==> src/rtl/count_frame_serializer.sv <==
// count_frame_serializer
//   Periodically snapshots a 16-bit counter value and emits it on an 8-bit bus
//   as a framed byte sequence: HEADER, count[15:8], count[7:0]. Each byte is
//   held for BYTE_HOLD cycles. Sampling is self-timed by an internal divider
//   that produces one tick every SAMPLE_PERIOD cycles while en is high.
//
//   Optional build macro: COUNT_FRAME_CHECKSUM_EN
//     When defined, a fourth byte (HEADER ^ hi ^ lo) follows the low byte.
//
// Ports:
//   clk          in   rising-edge clock
//   rst          in   synchronous active-high reset
//   en           in   sampling enable (divider held at 0 while low)
//   count_in     in   16-bit counter value to sample
//   data_out     out  current frame byte, 8'h00 when idle
//   data_strobe  out  high on the first cycle of each byte
//   frame_active out  high while a frame is being emitted
//   overrun      out  sticky flag: a sample tick was dropped

module count_frame_serializer #(
    parameter int unsigned SAMPLE_PERIOD = 1024,
    parameter int unsigned BYTE_HOLD     = 4,
    parameter logic [7:0]  HEADER        = 8'hA5
) (
    input  logic        clk,
    input  logic        rst,
    input  logic        en,
    input  logic [15:0] count_in,
    output logic [7:0]  data_out,
    output logic        data_strobe,
    output logic        frame_active,
    output logic        overrun
);

    localparam int unsigned DIV_W  = (SAMPLE_PERIOD > 1) ? $clog2(SAMPLE_PERIOD) : 1;
    localparam int unsigned HOLD_W = (BYTE_HOLD > 1) ? $clog2(BYTE_HOLD) : 1;
    localparam logic [DIV_W-1:0]  DIV_LAST  = DIV_W'(SAMPLE_PERIOD - 1);
    localparam logic [HOLD_W-1:0] HOLD_LAST = HOLD_W'(BYTE_HOLD - 1);

`ifdef COUNT_FRAME_CHECKSUM_EN
    typedef enum logic [2:0] {IDLE, HDR, HI, LO, CHK} state_t;
    localparam state_t LAST_BYTE = CHK;
`else
    typedef enum logic [1:0] {IDLE, HDR, HI, LO} state_t;
    localparam state_t LAST_BYTE = LO;
`endif

    state_t             state_q, state_d;
    logic [DIV_W-1:0]   div_q, div_d;
    logic [HOLD_W-1:0]  hold_q, hold_d;
    logic [15:0]        snap_q, snap_d;

    logic               tick;
    logic               hold_done;
    logic               accept;

    logic [7:0]         data_d;
    logic               strobe_d;
    logic               active_d;
    logic               overrun_d;

    always_ff @(posedge clk) begin
        if (rst) begin
            state_q      <= IDLE;
            div_q        <= '0;
            hold_q       <= '0;
            snap_q       <= '0;
            data_out     <= '0;
            data_strobe  <= 1'b0;
            frame_active <= 1'b0;
            overrun      <= 1'b0;
        end else begin
            state_q      <= state_d;
            div_q        <= div_d;
            hold_q       <= hold_d;
            snap_q       <= snap_d;
            data_out     <= data_d;
            data_strobe  <= strobe_d;
            frame_active <= active_d;
            overrun      <= overrun_d;
        end
    end

    always_comb begin
        tick      = en && (div_q == DIV_LAST);
        hold_done = (hold_q == HOLD_LAST);
        // A tick is taken when idle, or in the final cycle of the last byte so
        // that back-to-back frames run without a gap.
        accept    = tick && ((state_q == IDLE) || ((state_q == LAST_BYTE) && hold_done));

        if (!en) begin
            div_d = '0;
        end else if (div_q == DIV_LAST) begin
            div_d = '0;
        end else begin
            div_d = div_q + 1'b1;
        end

        state_d = state_q;
        hold_d  = hold_q;
        snap_d  = snap_q;

        if (state_q != IDLE) begin
            hold_d = hold_done ? '0 : hold_q + 1'b1;
        end

        case (state_q)
            IDLE: state_d = IDLE;
            HDR:  if (hold_done) state_d = HI;
            HI:   if (hold_done) state_d = LO;
`ifdef COUNT_FRAME_CHECKSUM_EN
            LO:   if (hold_done) state_d = CHK;
            CHK:  if (hold_done) state_d = IDLE;
`else
            LO:   if (hold_done) state_d = IDLE;
`endif
            default: state_d = IDLE;
        endcase

        if (accept) begin
            state_d = HDR;
            hold_d  = '0;
            snap_d  = count_in;
        end

        overrun_d = overrun | (tick & ~accept);

        // Outputs are registered from the next-state values so that a tick in
        // cycle T shows the header with its strobe in cycle T+1.
        data_d = '0;
        case (state_d)
            HDR:     data_d = HEADER;
            HI:      data_d = snap_d[15:8];
            LO:      data_d = snap_d[7:0];
`ifdef COUNT_FRAME_CHECKSUM_EN
            CHK:     data_d = HEADER ^ snap_d[15:8] ^ snap_d[7:0];
`endif
            default: data_d = '0;
        endcase

        active_d = (state_d != IDLE);
        strobe_d = active_d && (hold_d == '0);
    end

endmodule

==> config.mk <==
export PLATFORM = sky130hd
export DESIGN_NAME = count_frame_serializer
export DESIGN_NICKNAME = d
export VERILOG_FILES = /design/src/rtl/count_frame_serializer.sv
export SDC_FILE = /design/constraint.sdc
export NUM_CORES = 1
export LEC_CHECK = 0
export CELL_PAD_IN_SITES_DETAIL_PLACEMENT = 0
export CELL_PAD_IN_SITES_GLOBAL_PLACEMENT = 1
export CORE_AREA = 2 2 57 113
export CTS_BUF_LIST = sky130_fd_sc_hd__clkbuf_16
export CTS_CLUSTER_DIAMETER = 120
export DETAILED_ROUTE_END_ITERATION = 10
export DIE_AREA = 0 0 59 115
export PLACE_DENSITY = 0.61
export REMOVE_ABC_BUFFERS = 1
export SYNTH_ARGS = -nofsm -noshare
export SYNTH_HDL_FRONTEND = slang
export SYNTH_SLANG_ARGS = --single-unit
export TNS_END_PERCENT = 30
==> constraint.sdc <==
create_clock -name clk -period 1.6 [get_ports clk]
set_input_delay 0.16 -clock clk [delete_from_list [all_inputs] [get_ports clk]]
set_output_delay 0.16 -clock clk [all_outputs]
set_load 0.01 [all_outputs]
### After elaboration in Yosys (flattened, before gate mapping)

Index checks and enable logic that the tools add are counted.

| storage, ports and cells | value |
|---|---|
| register bits after elaboration | 41 |
| logic and storage cells | 42 |

| operators by class | value |
|---|---|
| add/sub/neg operators | 2 |
| eq/ne operators | 8 |
| muxes and demuxes | 10 |
| bitwise gates (word level) | 4 |
| reduce and logical (&&, ||, !) cells | 10 |

Operators by type and width:

| operator | count |
|---|---|
| 8-bit one-hot mux with 3 select lines | 1 |
| 16-bit 2-to-1 mux | 1 |
| 2-bit 2-to-1 mux | 7 |
| 10-bit by 1-bit adder with 10-bit output (second input constant) | 1 |
| 10-bit == test (second input constant) | 1 |
| 2-bit == test (second input constant) | 5 |
| 2-bit one-hot mux with 4 select lines | 1 |
| 2-bit by 1-bit == test with 1-bit output (second input constant) | 2 |
| 1-bit logical AND | 4 |
| 2-bit zero test | 2 |
| 2-bit nonzero test | 2 |
| 3-bit OR reduction | 1 |
| 2-bit by 1-bit adder with 2-bit output (second input constant) | 1 |
| 1-bit inverter | 2 |
| 1-bit AND | 1 |
| 1-bit logical OR | 1 |
| 1-bit bitwise OR | 1 |

### Longest topological paths before layout

Gate-level depths: netlist of the first run.

| logic depth | value |
|---|---|
| depth after elaboration | 7 |
| gate-level depth with buffers | 8 |

### Least setup slack after synthesis of the first run

No wires, ideal clock.

| path | value |
|---|---|
| path type | register -> register |
| start | register hold_q[0] |
| end | register snap_q[10] |
| setup time | 132 ps |
| arrival | 1653 ps |
| path slack | -185 ps |
| stages on the path, launching flop included | 9 |
| clock period less this slack | 1785 ps |
| path through | dfxtp_1 > ha_1 > buf_2 > nand3_1 > a2111o_1 > buf_2 > buf_2 > nand2_1 > a21oi_1 |

| on the way | value |
|---|---|
| longest elaborated chain between the ends | 5 |

Ends and longest elaborated chain:

| item | RTL line | text |
|---|---|---|
| start, declared | 50 | `logic [HOLD_W-1:0] hold_q, hold_d;` |
| start signal, assigned | 75 | `hold_q <= hold_d;` |
| 2-bit == test | 86 | `hold_done = (hold_q == HOLD_LAST);` |
| 1-bit logical AND | 89 | `accept = tick && ((state_q == IDLE) \|\| ((state_q == LAST_BYTE) && hold_done));` |
| 1-bit logical OR | 89 |  |
| 1-bit logical AND | 89 |  |
| 16-bit 2-to-1 mux | 120 | `if (accept) begin` |
| end signal, assigned | 76 | `snap_q <= snap_d;` |
| end, declared | 51 | `logic [15:0] snap_q, snap_d;` |

Every way passes these cells.
A chain may end at the register's enable or synchronous reset.

### Worst setup path after layout of the first run

| path | value |
|---|---|
| start | register hold_q[0] |
| end | register data_out[1] |

| on the way | value |
|---|---|
| longest elaborated chain between the ends | 7 |
| elaborated cells between the ends (all ways) | 14 |
| classes of those cells | 4 x eq/ne; 7 x mux; 3 x reduce/logical |

Ends and longest elaborated chain:

| item | RTL line | text |
|---|---|---|
| 2-bit == test (*) | 86 |  |
| branches (longest 5 deep; another with 2-bit one-hot mux with 4 select lines) | - |  |
| 8-bit one-hot mux with 3 select lines (*) | 131 | `case (state_d)` |
| end signal, assigned | 77 | `data_out <= data_d;` |
| end, declared | 29 | `output logic [7:0] data_out,` |

Every way passes the cells marked *.

==> impl_metrics.py, run 1 <==
metrics = {
    "logic_synthesis": {
        "postSynthAreaPerCell_sq_um": 8.91,
        "synthMuxAreaShare_pct": 6.08,
        "async_reset_ff_share_pct": 0,
        "synth_top_flop_cell": "dfxtp_1",
        "synth_top_family_by_area": "simple AND/OR/NAND/NOR gates",
        "yosysWarnings": 0,
        "ys_types": 34,
        "synth_top_area_cell": "dfxtp_1",
        "synth-simple-area-share_pct": 18.7,
        "synthTopCellsByCount": "dfxtp_1, nand2_1, a21oi_1",
        "yosys.area.top_type_share_pct": 47.5,
        "synth_most_common_cell": "dfxtp_1",
        "synthAdderAreaFrac_pct": 1.45,
        "syn_area_sq_um": 1730,
        "synth_xor_area_share_pct": 4.05,
        "netlist_instances": 194,
        "synth_seq_cells": 41,
        "synth.area.top_cells": "dfxtp_1, nand2_1, a21oi_1",
        "synth-edff-count": 0,
        "ys_seq_area_share_pct": 47.5,
        "synth-compound-area-share_pct": 17.7,
    },
    "global_route": {
        "grt_pass1_wl_um": 6910,
        "gr-usage-all-layers_pct": 13.6,
        "grt_pass1_vias": 1457,
        "grt_overflow": 0,
        "antenna_found_initial": 0,
        "grt_start_max_net_pins": 19,
    },
    "timing": {
        "final-setup-viol-count": 0,
        "finalClockSkew_ns": 0.00487,
        "finalHoldViolCount": 0,
        "fin_crit_ns": 1.55,
        "tightest_slew_ns": 0.481,
        "slew_headroom_pct": 67.9,
        "drv_slew": 0,
        "rsz0062_at_grt": "yes",
        "fmax_mhz": 643,
        "min_period_over_period_pct": 97.1,
    },
    "setup_path": {
        "rrSetupSlack_ns": 0.05,
        "timing.rr.end": "data_out[1]$_SDFF_PP0_",
        "worstPathRequired_ns": 1.77,
        "cp_slowest_cell": "dfxtp_2",
        "path_max_fanout": 16,
        "reg2reg_from": "hold_q[0]$_SDFF_PP0_",
        "cp_cell_sequence": "ha_4 -> buf_4 -> and2b_2 -> a22o_1 -> a22oi_2 -> nor2_1",
        "max_stage_delay_ns": 0.33,
        "endpoint_kind": "flip-flop",
        "crit_path_start_kind": "flip-flop",
        "crit_type": "reg -> reg",
        "rr_worst_depth": 6,
        "worstPathArrival_ns": 1.73,
    },
    "placed_design": {
        "hpwl_um": 2740,
        "gp_congestion": 0.711,
        "io_buffer_count": 29,
    },
    "flow_run": {
        "maxCapViolCount": 0,
    },
    "min_path": {
        "min_to": "snap_q[2]$_SDFF_PP0_",
        "hp-start": "count_in[2]",
        "holdPathStages": 3,
        "hold_class": "in -> reg",
    },
    "drt": {
        "routed_wl_um": 4240,
        "wl_per_cell_um": 13.5,
        "initialDrtViolationCount": 42,
        "vias": 1508,
        "viasPerCell": 4.82,
        "drtAntennaViolNets": 0,
        "dr.pass1.iters": 4,
        "drc_errors": 0,
    },
    "die": {
        "io_pins": 30,
        "placementRows": 40,
        "die_h_um": 115,
        "core_sq_um": 5910,
        "die-width_um": 59,
        "start_util_pct": 29.3,
        "die_area_sq_um": 6790,
    },
    "power_and_ir_drop": {
        "power.density_nw_per_um2": 842,
        "power.share.clock_pct": 50.0,
        "internal_power_uw": 1800,
        "seq_power_share_pct": 46.5,
        "p_leak_uw": 0.000934,
        "p_total_uw": 2210,
        "switching_share_pct": 18.6,
        "pwr-share-comb_pct": 3.5,
        "switchingPower_uw": 412,
        "vdd_drop_max_uv": 446,
    },
    "cts": {
        "root_buffer": "clkbuf_16",
        "numCtsBuffers": 5,
        "tritoncts": "yes",
        "cts.sinks": 41,
        "clk_latency_ns": 0.28,
        "clock_path_buffers": 2,
        "cts.clk_slew.worst_paths_ns": 0.06,
        "ctsHoldBuffers": 0,
        "htreeDepth": 2,
    },
    "final_layout": {
        "area_delta_synth_final_pct": 51.7,
        "drive_gt1_share_pct": 29.2,
        "diodes": 0,
        "layout.nets": 271,
        "utilization_pct": 44.4,
    },
    "outcome": {
        "status": "finished, final reports clean",
    },
}
==> metrics by stage <==
stage | std cells | TNS, ns | area (sq um) | setup slack, ns | hold WS, ns
after global routing | 313 | -0.329 | 2620 | -0.0328 | 0.419
after detailed placement | 300 | -2.16 | 2240 | -0.0974 | 0.462
after CTS | 316 | -0.235 | 2570 | -0.0601 | 0.414
after global placement | 300 | -1.86 | 2240 | -0.104 | 0.460
final | 313 | 0 | 2620 | 0.0457 | 0.422
after floorplan | 183 | -13.58 | 1660 | -0.541 | 0.229
==> cell type report <==
type / instances / area, sq um
fill: 608 / 3280
multi-input combinational: 139 / 948
sequential: 41 / 830
timing repair buffer: 60 / 596
clock buffer: 5 / 125
tap: 63 / 78.8
clock inverter: 2 / 35.0
inverter: 3 / 11.3
==> routing by layer <==
layer	vias up	share of wire, %	track usage, %
met5	-	0	0
met4	0	4.2	7.12
met3	11	4.6	2.70
met2	31	47	22.1
met1	682	44	16.5
li1	784	-	-
==> cells by family (layout without fill, tap and decap cells) <==
logic type | Yosys count | after routing
fa+ha+maj | 2 | 2
compound gates | 44 | 44
buf+inv | 14 | 70
simple gates | 75 | 75
xor+xnor | 8 | 8
flops | 41 | 41
mux | 10 | 10
==> worst max-delay path by stage <==
stage | startpoint | endpoint | depth (start not counted) | slack, ns
3_5_place_dp | en | data_out[7]$_SDFF_PP0_ | 5 | -0.1
5_1_grt | hold_q[0]$_SDFF_PP0_ | snap_q[7]$_SDFF_PP0_ | 7 | -0.03
2_1_floorplan | hold_q[0]$_SDFF_PP0_ | snap_q[0]$_SDFF_PP0_ | 5 | -0.54
4_1_cts | state_q[0]$_SDFF_PP0_ | snap_q[14]$_SDFF_PP0_ | 8 | -0.06
6_report | hold_q[0]$_SDFF_PP0_ | data_out[1]$_SDFF_PP0_ | 6 | 0.05
3_3_place_gp | en | data_out[7]$_SDFF_PP0_ | 5 | -0.10
==> power groups by stage <==
| stage | combinational, uW | clock, uW | sequential, uW |
|---|---|---|---|
| 2_1_floorplan | 8.59 | 0 | 1050 |
| 3_3_place_gp | 72.2 | 0 | 1050 |
| 3_5_place_dp | 72.7 | 0 | 1050 |
| 4_1_cts | 74.4 | 1140 | 1020 |
| 5_1_grt | 85.4 | 1180 | 1030 |
| 6_report | 78.1 | 1110 | 1030 |
==> repair_timing <==
item | in CTS | in global routing
buffers inserted | 6 | 0
resized for setup | 18 | 22
endpoints found under the setup margin | 25 | 26
cloned | 3 | 0
pin swaps | 5 | 10
endpoints found under the hold margin | 0 | 0
==> state kept, by name, indices dropped and copies added (netlist names) <==
name          count
data_strobe       1
frame_active      1
snap_q           16
overrun           1
div_q            10
data_out          8
state_q           2
hold_q            2
==> worst max-delay path, delay by kind of cell, from the launching register on <==
| family | cells | cell delay, ns |
|---|---|---|
| AND/OR/NAND/NOR | 2 | 0.30 |
| adder cells (fa/ha/maj) | 1 | 0.17 |
| buffers and inverters | 1 | 0.20 |
| flip-flops | 1 | 0.33 |
| AO/OA/AOI/OAI | 2 | 0.44 |
==> cell usage in the layout (no fill, tap or decap), types with 4 or more instances in the layout <==
master           count
a221oi_1             4
o22ai_1              4
clkdlybuf4s50_1     29
nand2_2              4
a21oi_2              7
buf_4               25
a21oi_1             14
dfxtp_2              7
clkbuf_16            5
nor3_1               5
dfxtp_1             34
mux2_2               4
xnor2_1              6
mux2i_1              6
a22o_1               4
nand2_1             29
nor2_1              19
No activity file was read; power rests on OpenSTA's default activity.
==> run 2: changes to the inputs <==
--- a/config.mk
+++ b/config.mk
@@ -12,6 +12,7 @@
 export CTS_CLUSTER_DIAMETER = 120
 export DETAILED_ROUTE_END_ITERATION = 10
 export DIE_AREA = 0 0 59 115
+export GPL_ROUTABILITY_DRIVEN = 0
 export PLACE_DENSITY = 0.61
 export REMOVE_ABC_BUFFERS = 1
 export SYNTH_ARGS = -nofsm -noshare
==> results of run 2 <==
The final DEF is identical to that of run 1; final timing and power are the same.
